### config.mk
export PLATFORM = sky130hd
export DESIGN_NAME = mode_sequencer
export DESIGN_NICKNAME = d
export VERILOG_FILES = /design/src/rtl/mode_seq_pkg.sv /design/src/rtl/debouncer.sv /design/src/rtl/mode_sequencer.sv
export SDC_FILE = /design/constraint.sdc
export NUM_CORES = 1
export LEC_CHECK = 0
export CAP_MARGIN = 40
export CORE_MARGIN = 2
export CORE_UTILIZATION = 57
export DETAILED_ROUTE_END_ITERATION = 8
export PLACE_DENSITY = 0.86
export REMOVE_ABC_BUFFERS = 1
export SYNTH_ARGS = -nofsm -noshare
export SYNTH_HDL_FRONTEND = slang
export SYNTH_SLANG_ARGS = --single-unit
### constraint.sdc
create_clock -name clk -period 1.8 [get_ports clk]
set_input_delay 0.36 -clock clk [delete_from_list [all_inputs] [get_ports clk]]
set_output_delay 0.36 -clock clk [all_outputs]
set_load 0.02 [all_outputs]
### src/rtl/mode_seq_pkg.sv
// Purpose: shared types and sizes for the mode sequencer block.
// Latency: n/a (types and constants only).
// Backpressure: n/a.
package mode_seq_pkg;

  localparam int MODE_W    = 3;
  localparam int NUM_MODES = 8;
  localparam int KEY_N     = 4;

  typedef enum logic [1:0] {
    BLANK = 2'd0,
    LOAD  = 2'd1,
    RUN   = 2'd2
  } state_t;

endpackage

### src/rtl/debouncer.sv
// Purpose: 2-flop synchronizer plus a group debouncer for a WIDTH-bit raw input.
// Latency: q follows a clean change of d after CYCLES+2 rising edges.
// Backpressure: none; free-running filter.
//
// Ports: clk, rst (sync, active-high), d (raw async input), q (debounced value).
// The whole WIDTH-bit vector is treated as one group: q only takes a new value
// after sync2 has held that same value, different from q, for CYCLES edges.
module debouncer #(
  parameter int WIDTH  = 1,
  parameter int CYCLES = 16
) (
  input  logic             clk,
  input  logic             rst,
  input  logic [WIDTH-1:0] d,
  output logic [WIDTH-1:0] q
);

  localparam int CW = $clog2(CYCLES + 1);

  logic [WIDTH-1:0] sync1;
  logic [WIDTH-1:0] sync2;
  logic [WIDTH-1:0] last;
  logic [CW-1:0]    cnt;
  logic [CW-1:0]    cnt_next;

  // Length of the current run of identical synchronized samples that differ
  // from q. Matching q, or moving to another differing value, restarts it.
  always_comb begin
    cnt_next = '0;
    if (sync2 == q) begin
      cnt_next = '0;
    end else if (sync2 != last) begin
      cnt_next = CW'(1);
    end else begin
      cnt_next = cnt + 1'b1;
    end
  end

  always_ff @(posedge clk) begin
    if (rst) begin
      sync1 <= '0;
      sync2 <= '0;
      last  <= '0;
      q     <= '0;
      cnt   <= '0;
    end else begin
      sync1 <= d;
      sync2 <= sync1;
      last  <= sync2;
      if ((sync2 != q) && (cnt_next == CW'(CYCLES))) begin
        q   <= sync2;
        cnt <= '0;
      end else begin
        cnt <= cnt_next;
      end
    end
  end

endmodule

### src/rtl/mode_sequencer.sv
// Purpose: selects one of eight mode datapaths from debounced switches, blanking
//          the LEDs and pulsing mod_rst across every mode change.
// Latency: key rise -> key_pulse in DEBOUNCE_CYCLES+3 edges; switch change ->
//          new en after debounce, one detect cycle, BLANK_CYCLES and one LOAD.
// Backpressure: none; all outputs are pulses/levels with no handshake.
//
// Ports: clk, rst (sync, active-high), key[3:0] and sw_mode[2:0] (raw async),
// en (one-hot enable), mode (active index), mod_rst (datapath reset pulse),
// led_blank (LED bus off), key_pulse (debounced rising edges), tick (prescaled
// clock enable for animated modes).
module mode_sequencer
  import mode_seq_pkg::*;
#(
  parameter int DEBOUNCE_CYCLES = 16,
  parameter int BLANK_CYCLES    = 4,
  parameter int TICK_DIV        = 8
) (
  input  logic                 clk,
  input  logic                 rst,
  input  logic [KEY_N-1:0]     key,
  input  logic [MODE_W-1:0]    sw_mode,
  output logic [NUM_MODES-1:0] en,
  output logic [MODE_W-1:0]    mode,
  output logic                 mod_rst,
  output logic                 led_blank,
  output logic [KEY_N-1:0]     key_pulse,
  output logic                 tick
);

  localparam int BW = $clog2(BLANK_CYCLES + 1);
  localparam int PW = $clog2(TICK_DIV);

  logic [KEY_N-1:0]  key_db;
  logic [KEY_N-1:0]  key_db_d;
  logic [KEY_N-1:0]  key_rise_q;
  logic [MODE_W-1:0] sw_db;

  state_t            state_q;
  state_t            state_d;
  logic [BW-1:0]     blank_cnt_q;
  logic [BW-1:0]     blank_cnt_d;
  logic [PW-1:0]     presc_q;
  logic [PW-1:0]     presc_d;
  logic [MODE_W-1:0] mode_q;
  logic [MODE_W-1:0] mode_d;
  logic              rst_flag_q;

  // Keys are filtered bit by bit so one bouncing key cannot hold up another.
  for (genvar i = 0; i < KEY_N; i++) begin : g_key_db
    debouncer #(
      .WIDTH  (1),
      .CYCLES (DEBOUNCE_CYCLES)
    ) u_key_db (
      .clk (clk),
      .rst (rst),
      .d   (key[i]),
      .q   (key_db[i])
    );
  end

  // Switches are filtered as one group so a partially moved selector never
  // produces an intermediate mode.
  debouncer #(
    .WIDTH  (MODE_W),
    .CYCLES (DEBOUNCE_CYCLES)
  ) u_sw_db (
    .clk (clk),
    .rst (rst),
    .d   (sw_mode),
    .q   (sw_db)
  );

  assign mode = mode_q;

  always_comb begin
    state_d     = state_q;
    blank_cnt_d = blank_cnt_q;
    presc_d     = presc_q;
    mode_d      = mode_q;
    en          = '0;
    led_blank   = 1'b1;
    tick        = 1'b0;
    key_pulse   = '0;
    // Held for the cycle after a reset edge so datapaths see a reset too.
    mod_rst     = rst_flag_q;

    case (state_q)
      BLANK: begin
        if (blank_cnt_q == BW'(BLANK_CYCLES - 1)) begin
          state_d     = LOAD;
          blank_cnt_d = '0;
        end else begin
          blank_cnt_d = blank_cnt_q + 1'b1;
        end
      end

      LOAD: begin
        mod_rst = 1'b1;
        mode_d  = sw_db;
        presc_d = '0;
        state_d = RUN;
      end

      RUN: begin
        led_blank   = 1'b0;
        en[mode_q]  = 1'b1;
        if (presc_q == PW'(TICK_DIV - 1)) begin
          tick    = 1'b1;
          presc_d = '0;
        end else begin
          presc_d = presc_q + 1'b1;
        end
        // A key edge arriving with a pending mode change belongs to the old
        // mode's datapath, which is about to be torn down: drop it.
        if (sw_db != mode_q) begin
          state_d     = BLANK;
          blank_cnt_d = '0;
        end else begin
          key_pulse = key_rise_q;
        end
      end

      default: begin
        state_d     = BLANK;
        blank_cnt_d = '0;
      end
    endcase
  end

  always_ff @(posedge clk) begin
    if (rst) begin
      state_q     <= BLANK;
      blank_cnt_q <= '0;
      presc_q     <= '0;
      mode_q      <= '0;
      rst_flag_q  <= 1'b1;
      key_db_d    <= '0;
      key_rise_q  <= '0;
    end else begin
      state_q     <= state_d;
      blank_cnt_q <= blank_cnt_d;
      presc_q     <= presc_d;
      mode_q      <= mode_d;
      rst_flag_q  <= 1'b0;
      key_db_d    <= key_db;
      key_rise_q  <= key_db & ~key_db_d;
    end
  end

endmodule

Word level (Yosys, flattened, before mapping)
Index checks and enable logic that the tools add are counted.
{"block": "op_classes", "magnitude_cmp": 2, "bitwise_logic": 3, "n_mux": 28, "addsub": 7, "eq_ne": 27, "n_reduce_logical": 15}
{"cell": "5-bit 2-to-1 mux", "count": 10}
{"cell": "5-bit by 1-bit adder with 5-bit output, second input constant", "count": 5}
{"cell": "5-bit == test, second input constant", "count": 5}
{"cell": "2-bit OR reduction", "count": 5}
{"cell": "3-bit 2-to-1 mux", "count": 3}
{"cell": "3-bit inequality test", "count": 3}
{"cell": "3-bit one-hot mux with 3 select lines", "count": 1}
{"cell": "4-bit 2-to-1 mux", "count": 2}
{"cell": "8-bit 2-to-1 mux", "count": 1}
{"cell": "1-bit inequality test", "count": 8}
{"cell": "3-bit by 1-bit adder with 3-bit output, second input constant", "count": 2}
{"cell": "1-bit logical AND", "count": 6}
{"cell": "1-bit 2-to-1 mux", "count": 6}
{"cell": "2-bit one-hot mux with 3 select lines", "count": 1}
{"cell": "3-bit one-hot mux with 2 select lines", "count": 1}
{"cell": "4-bit AND", "count": 1}
{"cell": "1-bit == test", "count": 4}
{"cell": "3-bit by 4-bit less-than comparator with 1-bit output, second input constant", "count": 1}
{"cell": "2-bit 2-to-1 mux", "count": 2}
{"cell": "2-bit inequality test, second input constant", "count": 2}
{"cell": "4-bit inverter", "count": 1}
{"cell": "2-bit AND reduction", "count": 2}
{"cell": "1-bit demux with 3-bit select", "count": 1}
{"cell": "3-bit by 2-bit == test with 1-bit output, second input constant", "count": 1}
{"cell": "other kinds (8)", "count": 8}
{"block": "word_totals", "ff_bits": 73, "word_cells": 114, "output_inout_bits": 18, "inputBits": 9}

Longest topological paths before layout
{"block": "depth", "depth_word": 6, "mapped_depth": 7, "depth_no_buf": 7}

Hierarchy
A second synthesis with hierarchy kept.
{"block": "hier_totals", "hier_cells": 308, "area_unflattened_um2": 3244.4}
{"module": "debouncer (g_key_db[0].u_key_db ...)", "area_each_um2": 416.6, "seq_area_each_um2": 180.2, "n_inst": 4, "cells_per_inst": 38}
{"module": "mode_sequencer", "area_each_um2": 898.4, "seq_area_each_um2": 400.4, "n_inst": 1, "cells_per_inst": 96}
{"module": "debouncer (u_sw_db)", "area_each_um2": 679.4, "seq_area_each_um2": 340.3, "n_inst": 1, "cells_per_inst": 60}

Worst setup path before layout
No wires, ideal clock.
{"block": "synth_timing", "path_type": "register to output", "from": "register state_q[0]", "to": "output port key_pulse[0]", "t_required_ns": 1.440, "slack_ns": 0.026, "t_arrival_ns": 1.414, "stages_incl_launch_ff": 6, "cell_sequence": "dfxtp_1 > inv_1 > ha_1 > inv_2 > nor4_4 > and2_1"}
{"block": "synth_between", "elab_chain_len": 2}
{"item": "start, declared", "line": "mode_sequencer.sv:38", "source": "state_t state_q;"}
{"item": "start signal, assigned", "line": "mode_sequencer.sv:140", "source": "state_q <= state_d;"}
{"item": "2-bit == test", "line": "mode_sequencer.sv:87", "source": "case (state_q)"}
{"item": "4-bit 2-to-1 mux", "line": "mode_sequencer.sv:87"}
{"item": "end, declared", "line": "mode_sequencer.sv:26", "source": "output logic [KEY_N-1:0] key_pulse,"}
No other way between the ends.

Final worst setup path
{"block": "layout_timing", "from": "register u_sw_db.q[0]", "to": "output port key_pulse[0]"}
{"block": "layout_between", "elab_chain_len": 3}
{"item": "start, declared", "line": "debouncer.sv:15", "source": "output logic [WIDTH-1:0] q"}
{"item": "start signal, assigned", "line": "debouncer.sv:51", "source": "q <= sync2;"}
{"item": "3-bit inequality test", "line": "mode_sequencer.sv:115", "source": "if (sw_db != mode_q) begin"}
{"item": "4-bit 2-to-1 mux", "line": "mode_sequencer.sv:115"}
{"item": "4-bit 2-to-1 mux", "line": "mode_sequencer.sv:87"}
No other way between the ends.

==> key figures <==
Outcome
  – Status: complete, but fails checks
  – Failing checks: setup timing

Timing
  – Fmax achieved: 0.502 GHz
  – Hold Vio Cnt, Final: 0
  – Slew @ Worst Pin: 0.662 ns
  – RSZ-0062 raised after global routing: yes
  – Clk_skew: 0.00893 ns
  – Crit path time final: 1.99 ns
  – Final worst slack: -0.191 ns
  – Period utilisation layout: 1.11
  – Max-slew violation count: 0
  – Slew headroom: 0.559
  – Endpoints failing setup: 4

Min path
  – Worst hold path type: flop to flop

Worst setup path
  – CP Cell Sequence: xor2_2 > nor4_4 > buf_4 > and2_4 > buf_6
  – Crit path launch type: flop
  – Required time of the critical path: 1.44 ns
  – Worst EP arrival: 1.63 ns
  – Critical Path Max Stage Delay: 0.34 ns
  – WS Path Type: flop to primary output
  – CP top delay family: simple AND/OR/NAND/NOR gates
  – Critical Path Fanout Max: 4
  – Sum of buffers and inverters on the critical path: 2
  – CP Capture Type: primary output
  – Worst path slowest cell: dfxtp_2

Synthesis
  – Synth warnings: 0
  – Synth Cell Area: 3050 µm²
  – Top FF cell, synth: dfxtp_1
  – Mean post-synth cell area: 9.65 µm²
  – EDFF count, synth: 0
  – Synth top area share: 0.479
  – Largest area contributor in the netlist: dfxtp_1
  – Synth unique cells: 37
  – Mapped Cells: 316
  – Asr flop ratio synth: 0
  – Seq/Total Area, Yosys: 0.479
  – Largest cells by area after synthesis: dfxtp_1 48%, nor2b_1 7.6%, nor2_1 5.0%
  – #FFs+latches synth: 73

Route
  – Antenna Nets Post-Route: 0
  – DRC violations left: 0
  – DRT Pass-1 Iters: 4
  – Starting DRT DRC Count: 63
  – Via-to-Cell Ratio: 5.11
  – Detailed Route WL: 5.73 mm
  – Post-DR wirelength/cell: 12.9 µm
  – Via count: 2,268

Flow run
  – Max-Cap Viols: 0

Floorplan
  – Die Area: 5950 µm²
  – IO Count: 27
  – Die Span Y: 77.1 µm
  – Starting Density: 0.593
  – Chip Width: 77.1 µm
  – Core Rows: 26
  – CORE AREA: 5140 µm²

Clock tree
  – Htree depth: 3
  – Cts bufs inserted: 9
  – CTS Buffer Depth: 2
  – CTS root buffer: clkbuf_8
  – Clk slew on worst S/H paths: 0.07 ns
  – Hold buffers post-CTS: 0
  – TritonCTS clock tree: built
  – Later-pin clock latency in the skew report: 0.35 ns
  – Clk sinks: 73

GRT
  – Initial antenna violation count: 0
  – First-pass GRT wire length: 9.78 mm
  – Tot GR Track Use: 0.209
  – Vias in the first global route: 2,244
  – Largest net degree at the start of global routing: 38
  – GRT overflow: 0

Placed design
  – Port Buffer Count: 26
  – Placed cells: 426
  – DP Worst Slack: -0.419 ns
  – Dpl hpwl: 3.76 mm
  – GP Congestion: 0.804

Pwr
  – P_leak: 1.53 nW
  – Max IR drop VDD: 0.555 mV
  – Power per cell area: 913 nW/µm²

Final layout
  – Final std cells w/o fill: 444
  – Share of post-route cells with drive strength above 1: 0.238
  – Area added between synthesis and finish: 24.3%
  – Diode count: 0
  – FF+latch area: 1470 µm²
  – Multi-input combinational cell area: 1590 µm²
  – Final-stage net count: 389
  – Filler cells: 399
sequential cells by signal, indices dropped and copies added, names as in the netlist, 3 cells and up:
| register | count |
|---|---|
| key_rise_q | 4 |
| u_sw_db.sync2 | 3 |
| presc_q | 3 |
| u_sw_db.cnt | 5 |
| key_db_d | 4 |
| mode | 3 |
| g_key_db.u_key_db.q | 4 |
| g_key_db.u_key_db.sync1 | 4 |
| g_key_db.u_key_db.sync2 | 4 |
| u_sw_db.sync1 | 3 |
| g_key_db.u_key_db.last | 4 |
| u_sw_db.q | 3 |
| g_key_db.u_key_db.cnt | 20 |
| blank_cnt_q | 3 |
| u_sw_db.last | 3 |
path summary, 6_finish.rpt:
path                start       endpoint  slack [ns]  cells after the start
min           key_db_d[2]  key_rise_q[2]        0.39                      1
max          u_sw_db.q[0]   key_pulse[0]       -0.19                      5
max reg2reg    state_q[0]     state_q[1]        0.04                      8
min reg2reg   key_db_d[2]  key_rise_q[2]        0.39                      1
placed cells by master (no fill, tap or decap), types with 4 or more instances in the layout:
cell             Yosys  final
nand3_1             11     11
buf_2                0      5
nand2b_1             6      5
xnor2_1             10     10
buf_4                0     25
dfxtp_1             73     68
nor3_2               3      6
nor3_1              12      8
or2_1                4      4
clkdlybuf4s50_1      0      7
inv_1               14     12
a22oi_1              8      8
and2_4               0      4
nor2_1              41     41
clkinv_2             0      4
mux2i_1              6      6
a21oi_1              7      7
clkbuf_8             0      9
mux2_1               4      4
nand2_1              9      8
a31oi_1              4      4
xor2_1              17     16
buf_6                0      7
dfxtp_2              0      5
nor3b_1              4      4
ha_1                11      8
nor2b_1             37     37
where the power goes:
part | total (mW) | switching, mW | internal (mW)
clock network | 1.21 | 0.574 | 0.632
logic | 0.539 | 0.282 | 0.257
registers | 1.72 | 0.0402 | 1.68
through the flow:
| step | hold slack [ns] | setup TNS [ns] | area (µm²) | power (mW) | util |
|---|---|---|---|---|---|
| after floorplan | 0.367 | 0 | 3030 | 2.03 | - |
| after global placement | 0.370 | -1.81 | 3520 | 2.19 | 0.685 |
| after detailed placement | 0.377 | -2.93 | 3520 | 2.23 | 0.685 |
| after CTS | 0.386 | -0.728 | 3740 | 3.46 | 0.727 |
| after global routing | 0.387 | -1.07 | 3790 | 3.62 | 0.738 |
| final | 0.388 | -0.726 | 3790 | 3.46 | 0.738 |
logic make-up after synthesis:
logic type | count (synthesis) | synth area share
adder cells (fa/ha/maj) | 11 | 0.0451
XOR/XNOR | 27 | 0.0776
AO/OA/AOI/OAI | 26 | 0.0546
AND/OR/NAND/NOR | 145 | 0.272
flip-flops | 73 | 0.479
buffers and inverters | 21 | 0.0258
multiplexers | 13 | 0.0455
cells in the mapped netlist (7+ instances only):
library cell	instances
dfxtp_1	73
xnor2_1	10
a22oi_1	8
nand2_1	9
nand3_1	11
xor2_1	17
inv_1	14
nor2_1	41
ha_1	11
nor2b_1	37
nor3_1	12
a21oi_1	7
timing repair:
action | 4_1_cts | 5_1_grt
gates cloned | 0 | 0
gates resized for setup | 94 | 14
endpoints found under the setup margin | 18 | 12
pin swaps | 7 | 5
buffers inserted | 1 | 2
routing by layer:
metal / track usage / up-vias / part of all wire
met1: 0.238 / 1051 / 0.44
met4: 0.102 / 0 / 0.022
li1: - / 1154 / -
met2: 0.354 / 48 / 0.50
met5: 0 / - / 0
met3: 0.0624 / 15 / 0.041
layout make-up:
class,count,share of cell area
Multi-Input combinational cell,222,0.420
Sequential cell,73,0.387
Timing Repair Buffer,48,0.105
Clock buffer,10,0.0337
Tap cell,70,0.0231
Clock inverter,6,0.0155
Inverter,15,0.0149
(Power assumes the default switching activity.)
